**config.mk**
```make
export PLATFORM = sky130hd
export DESIGN_NAME = sipo_frame_assembler
export DESIGN_NICKNAME = d
export VERILOG_FILES = /design/src/rtl/sipo_pkg.sv /design/src/rtl/sipo_idle_timer.sv /design/src/rtl/sipo_frame_assembler.sv
export SDC_FILE = /design/constraint.sdc
export NUM_CORES = 1
export LEC_CHECK = 0
export ABC_AREA = 1
export CORE_ASPECT_RATIO = 0.9
export CORE_MARGIN = 2
export CORE_UTILIZATION = 43
export CTS_CLUSTER_DIAMETER = 150
export DETAILED_ROUTE_END_ITERATION = 7
export PLACE_DENSITY = 0.65
export SYNTH_ARGS = -nofsm -noshare
export SYNTH_HDL_FRONTEND = slang
export SYNTH_HIERARCHICAL = 1
export SYNTH_SLANG_ARGS = --single-unit
```
**constraint.sdc**
```tcl
create_clock -name clk -period 1.8 [get_ports clk]
set_input_delay 0.18 -clock clk [delete_from_list [all_inputs] [get_ports clk]]
set_output_delay 0.18 -clock clk [all_outputs]
set_load 0.005 [all_outputs]
```
**src/rtl/sipo_pkg.sv**
```systemverilog
// Shared types and default sizing for the SIPO frame assembler.
package sipo_pkg;

  // Receive state:
  //   IDLE  : no bits held
  //   SHIFT : 1..WIDTH-1 data bits held
  //   PAR   : WIDTH data bits held, waiting for the parity bit
  typedef enum logic [1:0] {
    IDLE  = 2'd0,
    SHIFT = 2'd1,
    PAR   = 2'd2
  } state_t;

  localparam int DEF_WIDTH   = 8;
  localparam int DEF_TIMEOUT = 255;

endpackage

```
**src/rtl/sipo_idle_timer.sv**
```systemverilog
// Idle-cycle timer: counts cycles with run=1 and no clear, and flags the
// cycle that would be the TIMEOUT-th idle cycle. TIMEOUT=0 disables it.
module sipo_idle_timer
  import sipo_pkg::*;
#(
  parameter int TIMEOUT = DEF_TIMEOUT
) (
  input  logic clk,
  input  logic reset,
  input  logic clear,
  input  logic run,
  output logic expired
);

  generate
    if (TIMEOUT == 0) begin : g_off
      assign expired = 1'b0;
    end else begin : g_on
      localparam int CW = $clog2(TIMEOUT + 1);

      logic [CW-1:0] cnt_q, cnt_d;

      // next idle count: cleared by activity, saturates at TIMEOUT
      always_comb begin
        cnt_d = cnt_q;
        if (clear) begin
          cnt_d = '0;
        end else if (run && (cnt_q != CW'(TIMEOUT))) begin
          cnt_d = cnt_q + CW'(1);
        end
      end

      // idle count register
      always_ff @(posedge clk) begin
        if (reset) cnt_q <= '0;
        else       cnt_q <= cnt_d;
      end

      // the current cycle is the TIMEOUT-th consecutive idle one; a clear
      // (accepted bit or resync) on this cycle cancels the abort
      assign expired = run && !clear && (cnt_q == CW'(TIMEOUT - 1));
    end
  endgenerate

endmodule

```
**src/rtl/sipo_frame_assembler.sv**
```systemverilog
// Serial-in/parallel-out word assembler with optional even parity,
// idle abort and resync. Feeds a parallel-load shift register.
//
//   state | meaning
//   IDLE  | no bits held
//   SHIFT | 1..WIDTH-1 data bits held
//   PAR   | WIDTH data bits held, waiting for the parity bit
module sipo_frame_assembler
  import sipo_pkg::*;
#(
  parameter int WIDTH     = DEF_WIDTH,
  parameter int MSB_FIRST = 1,
  parameter int PARITY_EN = 0,
  parameter int TIMEOUT   = DEF_TIMEOUT
) (
  input  logic             clk,
  input  logic             reset,
  input  logic             bit_in,
  input  logic             bit_valid,
  input  logic             frame_start,
  output logic [WIDTH-1:0] data_out,
  output logic             load_pulse,
  output logic             parity_err,
  output logic             timeout_err,
  output logic             busy
);

  localparam int CNT_W = $clog2(WIDTH + 1);

  state_t             state_q, state_d;
  logic [WIDTH-1:0]   shreg_q, shreg_d;
  logic [CNT_W-1:0]   bit_cnt_q, bit_cnt_d;
  logic               par_q, par_d;
  logic [WIDTH-1:0]   data_q, data_d;
  logic               load_q, load_d;
  logic               perr_q, perr_d;
  logic               terr_q, terr_d;
  logic               busy_q, busy_d;
  logic [WIDTH-1:0]   shifted;
  logic               expired;
  logic               tmr_clear;
  logic               tmr_run;

  assign tmr_run   = (state_q != IDLE);
  assign tmr_clear = bit_valid || frame_start || (state_q == IDLE);

  sipo_idle_timer #(
    .TIMEOUT (TIMEOUT)
  ) u_idle_timer (
    .clk     (clk),
    .reset   (reset),
    .clear   (tmr_clear),
    .run     (tmr_run),
    .expired (expired)
  );

  // shift register contents if the current bit is accepted
  always_comb begin
    if (MSB_FIRST != 0) shifted = {shreg_q[WIDTH-2:0], bit_in};
    else                shifted = {bit_in, shreg_q[WIDTH-1:1]};
  end

  // next state, datapath and strobes; frame_start overrides everything
  always_comb begin
    state_d   = state_q;
    shreg_d   = shreg_q;
    bit_cnt_d = bit_cnt_q;
    par_d     = par_q;
    data_d    = data_q;
    load_d    = 1'b0;
    perr_d    = 1'b0;
    terr_d    = 1'b0;

    if (frame_start) begin
      state_d   = IDLE;
      bit_cnt_d = '0;
      par_d     = 1'b0;
      if (bit_valid) begin
        // the coincident bit starts the new word
        shreg_d   = shifted;
        bit_cnt_d = CNT_W'(1);
        par_d     = bit_in;
        state_d   = SHIFT;
      end
    end else begin
      case (state_q)
        IDLE: begin
          bit_cnt_d = '0;
          par_d     = 1'b0;
          if (bit_valid) begin
            shreg_d   = shifted;
            bit_cnt_d = CNT_W'(1);
            par_d     = bit_in;
            state_d   = SHIFT;
          end
        end
        SHIFT: begin
          if (bit_valid) begin
            shreg_d = shifted;
            par_d   = par_q ^ bit_in;
            if (bit_cnt_q == CNT_W'(WIDTH - 1)) begin
              if (PARITY_EN != 0) begin
                bit_cnt_d = CNT_W'(WIDTH);
                state_d   = PAR;
              end else begin
                data_d    = shifted;
                load_d    = 1'b1;
                bit_cnt_d = '0;
                state_d   = IDLE;
              end
            end else begin
              bit_cnt_d = bit_cnt_q + CNT_W'(1);
            end
          end else if (expired) begin
            terr_d    = 1'b1;
            bit_cnt_d = '0;
            state_d   = IDLE;
          end
        end
        PAR: begin
          if (bit_valid) begin
            if (bit_in == par_q) begin
              data_d = shreg_q;
              load_d = 1'b1;
            end else begin
              perr_d = 1'b1;
            end
            bit_cnt_d = '0;
            state_d   = IDLE;
          end else if (expired) begin
            terr_d    = 1'b1;
            bit_cnt_d = '0;
            state_d   = IDLE;
          end
        end
        default: begin
          bit_cnt_d = '0;
          state_d   = IDLE;
        end
      endcase
    end
  end

  // busy is registered from the next state so it tracks state_q exactly
  always_comb begin
    busy_d = (state_d != IDLE);
  end

  // state, datapath and output registers
  always_ff @(posedge clk) begin
    if (reset) begin
      state_q   <= IDLE;
      shreg_q   <= '0;
      bit_cnt_q <= '0;
      par_q     <= 1'b0;
      data_q    <= '0;
      load_q    <= 1'b0;
      perr_q    <= 1'b0;
      terr_q    <= 1'b0;
      busy_q    <= 1'b0;
    end else begin
      state_q   <= state_d;
      shreg_q   <= shreg_d;
      bit_cnt_q <= bit_cnt_d;
      par_q     <= par_d;
      data_q    <= data_d;
      load_q    <= load_d;
      perr_q    <= perr_d;
      terr_q    <= terr_d;
      busy_q    <= busy_d;
    end
  end

  assign data_out    = data_q;
  assign load_pulse  = load_q;
  assign parity_err  = perr_q;
  assign timeout_err = terr_q;
  assign busy        = busy_q;

endmodule

```
# ---- After elaboration in Yosys (flattened, before gate mapping)
# Index checks and enable logic that the tools add are counted.
dict set report totals {
  regBits 35
  in_bits 5
  out_inout_bits 12
  elab_cells 82
}
dict set report classes {
  add_sub_neg 2
  n_eq_ne 11
  muxes 34
  n_bitwise 5
  n_reduce_logical 20
}
# op n
set ops {}
lappend ops {{8-bit two-way mux} 7}
lappend ops {{4-bit two-way mux} 5}
lappend ops {{8-bit one-hot mux with 2 select lines} 1}
lappend ops {{2-bit two-way mux} 6}
lappend ops {{4-bit one-hot mux with 3 select lines} 1}
lappend ops {{1-bit two-way mux} 11}
lappend ops {{8-bit by 1-bit adder with 8-bit output (second input constant)} 1}
lappend ops {{8-bit equality test (second input constant)} 1}
lappend ops {{2-bit != test (second input constant)} 4}
lappend ops {{8-bit != test (second input constant)} 1}
lappend ops {{2-bit nonzero test} 4}
lappend ops {{2-bit OR reduction} 4}
lappend ops {{4-bit OR reduction} 2}
lappend ops {{2-bit one-hot mux with 3 select lines} 1}
lappend ops {{6-bit AND reduction} 1}
lappend ops {{4-bit by 1-bit adder with 4-bit output (second input constant)} 1}
lappend ops {{4-bit by 3-bit equality test with 1-bit output (second input constant)} 1}
lappend ops {{1-bit NOT} 4}
lappend ops {{1-bit one-hot mux with 2 select lines} 2}
lappend ops {{1-bit logical AND} 3}
lappend ops {{3-bit != test (second input constant)} 1}
lappend ops {{3-bit nonzero test} 1}
lappend ops {{2-bit by 1-bit equality test with 1-bit output (second input constant)} 1}
lappend ops {{2-bit equality test (second input constant)} 1}
lappend ops {{6 further kinds} 7}

# ---- Longest topological paths before layout
# Gate-level depths: netlist of the first run.
dict set report logic_depth {
  depth_word 10
  mapped_depth 11
  depth_no_buf 10
}

# ---- Hierarchy
# Netlist of the first run, hierarchy kept.
# mod n_inst cells_per_inst area_per_inst_um2 seq_area_each_um2
set by_module_without_submodules {}
lappend by_module_without_submodules {sipo_frame_assembler 1 226 1490.2 540.5}
lappend by_module_without_submodules {sipo_idle_timer 1 71 466.7 160.2}

# ---- Worst setup path before layout of the first run
# No wires, ideal clock.
dict set report synth_path {
  kind {register to register}
  from {register state_q[0]}
  to {register busy_q, in the netlist busy}
  setup_time_ns 0.122
  arrival_time_ns 1.646
  t_required_ns 1.678
  setup_slack_ns 0.031
  stages_incl_launch_ff 11
  path_buffers 0
  synth_period_minus_slack_ns 1.769
  cell_sequence {dfxtp_1 > inv_1 > ha_1 > inv_1 > nand2_1 > nor4b_1 > inv_1 > nand2_1 > nand3_1 > nand3_1 > nand3_1}
}
dict set report synth_via {
  elab_cells_between_ends 16
  classes_between {eq/ne (2); mux (7); reduce/logical (7)}
}
# element line
set synth_rtl {}
lappend synth_rtl {{from (decl)} sipo_frame_assembler.sv:30} ;# state_t state_q, state_d;
lappend synth_rtl {{from (signal assigned)} sipo_frame_assembler.sv:162} ;# state_q <= state_d;
lappend synth_rtl {{2-bit nonzero test *} sipo_frame_assembler.sv:44} ;# assign tmr_run = (state_q != IDLE);
lappend synth_rtl {{named net tmr_run} sipo_frame_assembler.sv:42} ;# logic tmr_run;
lappend synth_rtl {{1-bit logical AND * (2 in series)} sipo_idle_timer.sv:41} ;# assign expired = run && !clear && (cnt_q == CW'(TIMEOUT - 1));
lappend synth_rtl {{named net expired} sipo_frame_assembler.sv:40} ;# logic expired;
lappend synth_rtl {{2-bit two-way mux *} {sipo_frame_assembler.sv:114, sipo_frame_assembler.sv:130}}
lappend synth_rtl {{2-bit two-way mux, on equally long branches} {sipo_frame_assembler.sv:121, sipo_frame_assembler.sv:98}}
lappend synth_rtl {{2-bit one-hot mux with 3 select lines *} sipo_frame_assembler.sv:86} ;# case (state_q)
lappend synth_rtl {{2-bit two-way mux *} sipo_frame_assembler.sv:74} ;# if (frame_start) begin
lappend synth_rtl {{2-bit nonzero test *} sipo_frame_assembler.sv:146} ;# busy_d = (state_d != IDLE);
lappend synth_rtl {{to (signal assigned)} sipo_frame_assembler.sv:170} ;# busy_q <= busy_d;
lappend synth_rtl {{to (decl)} sipo_frame_assembler.sv:38} ;# logic busy_q, busy_d;
# The timed path passes the listed nets; every way through them passes the cells marked *.
# A chain may end at the register's enable or synchronous reset.

# ---- Worst setup path in the final report of the first run
# Same ends and word-level chain as after synthesis.

==> results of run 1 <==
## layout by cell type (no fill, tap or decap), types with 2 or more instances in the layout
cell type,n
nand2_1,66
inv_1,53
nor2_1,42
dfxtp_1,35
nand3_1,21
a21oi_1,17
clkdlybuf4s50_1,16
buf_4,14
o21ai_0,10
nand4_1,9
nand2_2,8
ha_1,6
clkbuf_8,6
o21ai_1,4
inv_2,3
nor3_1,2
xor2_1,2
## cells in the mapped netlist, drive strengths merged
library cell   n  share of area, %
o21bai         1              0.38
o21ai         14               3.6
nand3         23               6.5
o211ai         1              0.38
dfxtp         35                36
nor3           2              0.51
ha             7               4.5
nor4b          1              0.45
a21oi         17               4.3
nor4           1              0.32
buf            6               2.4
xor2           2              0.90
o22ai          1              0.32
or2            1              0.32
nand2         75                16
nand4          9               2.9
inv           57                11
nor2          44               9.7
## power breakdown
part	leakage, uW	internal [uW]	total [uW]	switching, uW
Combinational	0.000790	100	246	146
Sequential	0.000285	807	826	19.2
Clock	0.0000612	448	729	281
## metrics by stage
step | cells | cell area [um2] | setup WS [ps] | TNS, ps
after floorplan | 297 | 1957 | 31.44 | 0
after global placement | 383 | 2252 | 46.16 | 0
after detailed placement | 383 | 2252 | -29.63 | -29.63
after CTS | 391 | 2376 | 53.07 | 0
after global routing | 391 | 2395 | 2.688 | 0
final | 391 | 2395 | 156.6 | 0
## area by class of cell
| class | count | share of cell area (%) |
|---|---|---|
| Timing Repair Buffer | 30 | 11.08 |
| Inverter | 57 | 9.039 |
| Tap cell | 62 | 3.239 |
| Clock inverter | 2 | 1.463 |
| Clock buffer | 6 | 3.448 |
| Sequential cell | 35 | 29.26 |
| Multi-Input combinational cell | 199 | 42.48 |
## worst max-delay path by stage
stage,from,end
after floorplan,state_q[0],busy
after global placement,bit_valid,busy
after detailed placement,frame_start,busy
after CTS,state_q[0],busy
after global routing,state_q[0],busy
final,state_q[0],busy
## timing repair
item                       CTS  global route
gates cloned                 0             0
setup endpoints to repair    1            12
pin swaps                    0             1
gates resized for setup      1             5
setup buffers                0             0
## worst max-delay path, stage by stage, from the launching register on
cell and delay (ps):
dfxtp_1 330, inv_1 80, ha_2 220, inv_2 90, nand2_1 110, nor4b_4 290
inv_1 80, nand2_1 70, nand3_1 80, nand2_1 90, nand3_1 80
## registers in the layout (all words and copies together) (netlist names)
signal	count
data_out	8
shreg_q	8
parity_err	1
timeout_err	1
bit_cnt_q	4
load_pulse	1
par_q	1
state_q	2
busy	1
u_idle_timer/g_on.cnt_q	8
## cells by family after synthesis
family	count (synthesis)	share of synthesized area [%]
and+or+nand+nor	156	36.32
buffers and inverters	63	13.49
DFF	35	35.81
AOI/OAI and AO/OA	34	9.016
adders and majority gates	7	4.475
xor gates and xnor gates	2	0.8953
## routing by layer
layer | GRT usage, % | share of wire (%)
met1 | 22.68 | 49
met2 | 30.15 | 47
met3 | 3.976 | 3.2
met4 | 4.911 | 0.97
met5 | 0 | 0
==> flow_summary.json, run 1 <==
{
  "fin_hold_ws_ps": 463.8,
  "regToRegStartpoint": "state_q[0]",
  "grt_antenna_before_repair": 0,
  "regArea_um2": 700.7,
  "grt_max_degree": 16,
  "fin_skew_ps": 5.048,
  "hold_path_depth": 2,
  "h-tree-depth": 2,
  "via_count": 1839,
  "cts_buffer_depth": 2,
  "worstHoldEndpoint": "shreg_q[7]",
  "peakVddDrop_v": 0.0004916,
  "grt_usage_pct": 17.78,
  "yosysSeqAreaShare_pct": 35.81,
  "port_buffers": 16,
  "r2r_cells": 10,
  "initial_core_util_pct": 44.44,
  "wl_mm": 4.018,
  "core_um2": 4403,
  "ant_nets": 0,
  "synthesis.nets": 309,
  "synth.distinct_cells": 28,
  "crit_arrival_ps": 1810,
  "cts_tree": "done",
  "slew-limit-headroom_pct": 83.12,
  "diodes": 0,
  "setup_viol": 0,
  "grt_pass1_wl_mm": 7.058,
  "ctsHoldBuffers": 0,
  "maxCapViolations": 0,
  "rsz0062_at_grt": "no",
  "hold_viol": 0,
  "num-nets-final": 340,
  "fp-row-count": 23,
  "end_kind": "flop",
  "reg2reg_slack_ps": 160,
  "cts.sinks": 35,
  "drc": 0,
  "die_width_um": 75.11,
  "power.density_nw_per_um2": 752.1,
  "fillers": 445,
  "path_max_fanout": 4,
  "synth_area_per_cell_um2": 6.589,
  "ys_ff_latch": 35,
  "firstDrtPassIters": 5,
  "clock_tree.root_cell": "clkbuf_8",
  "syn2layout_area_growth_pct": 22.38,
  "cts_inserted_buffers": 5,
  "multi_input_area_um2": 1017,
  "fin_crit_ps": 1643,
  "start_kind": "flop",
  "status": "complete, no violations",
  "fmax_mhz": 608.5,
  "dieHeight_um": 68,
  "ys_warn_count": 6,
  "post_drt_wl_per_cell_um": 10.28,
  "worst_ep_required_time_ps": 1960,
  "min-delay-start": "shreg_q[7]",
  "synthesis.area_um2": 1957,
  "reg2reg_to": "busy",
  "dieArea_um2": 5107,
  "drt-initial-drc-count": 74,
  "tightestPinTransition_ps": 252.3,
  "first_global_vias": 1689,
  "drive_above_1_share_pct": 12.77,
  "gp_congestion": 0.8647,
  "grt-ovfl-total": 0,
  "finalCritPeriodShare_pct": 91.30,
  "synthCells": 297,
  "min_path_type": "reg2reg",
  "hpwl_mm": 2.986,
  "crit_type": "reg2reg",
  "post-route-util_pct": 54.39,
  "maxSlewViolCount": 0,
  "power_uw": 1801,
  "routed_via_density": 4.703,
  "ioPinCount": 17,
  "path_clk_slew_ps": 70,
  "p_leak_uw": 0.001136,
  "insertion_delay_ps": 280
}
(Power assumes the default switching activity.)
==> run 2, diff against run 1 <==
CTS_CLUSTER_SIZE = 30   (was default)
==> results of run 2 <==
No change in the layout: final DEF, timing and power equal those of run 1.
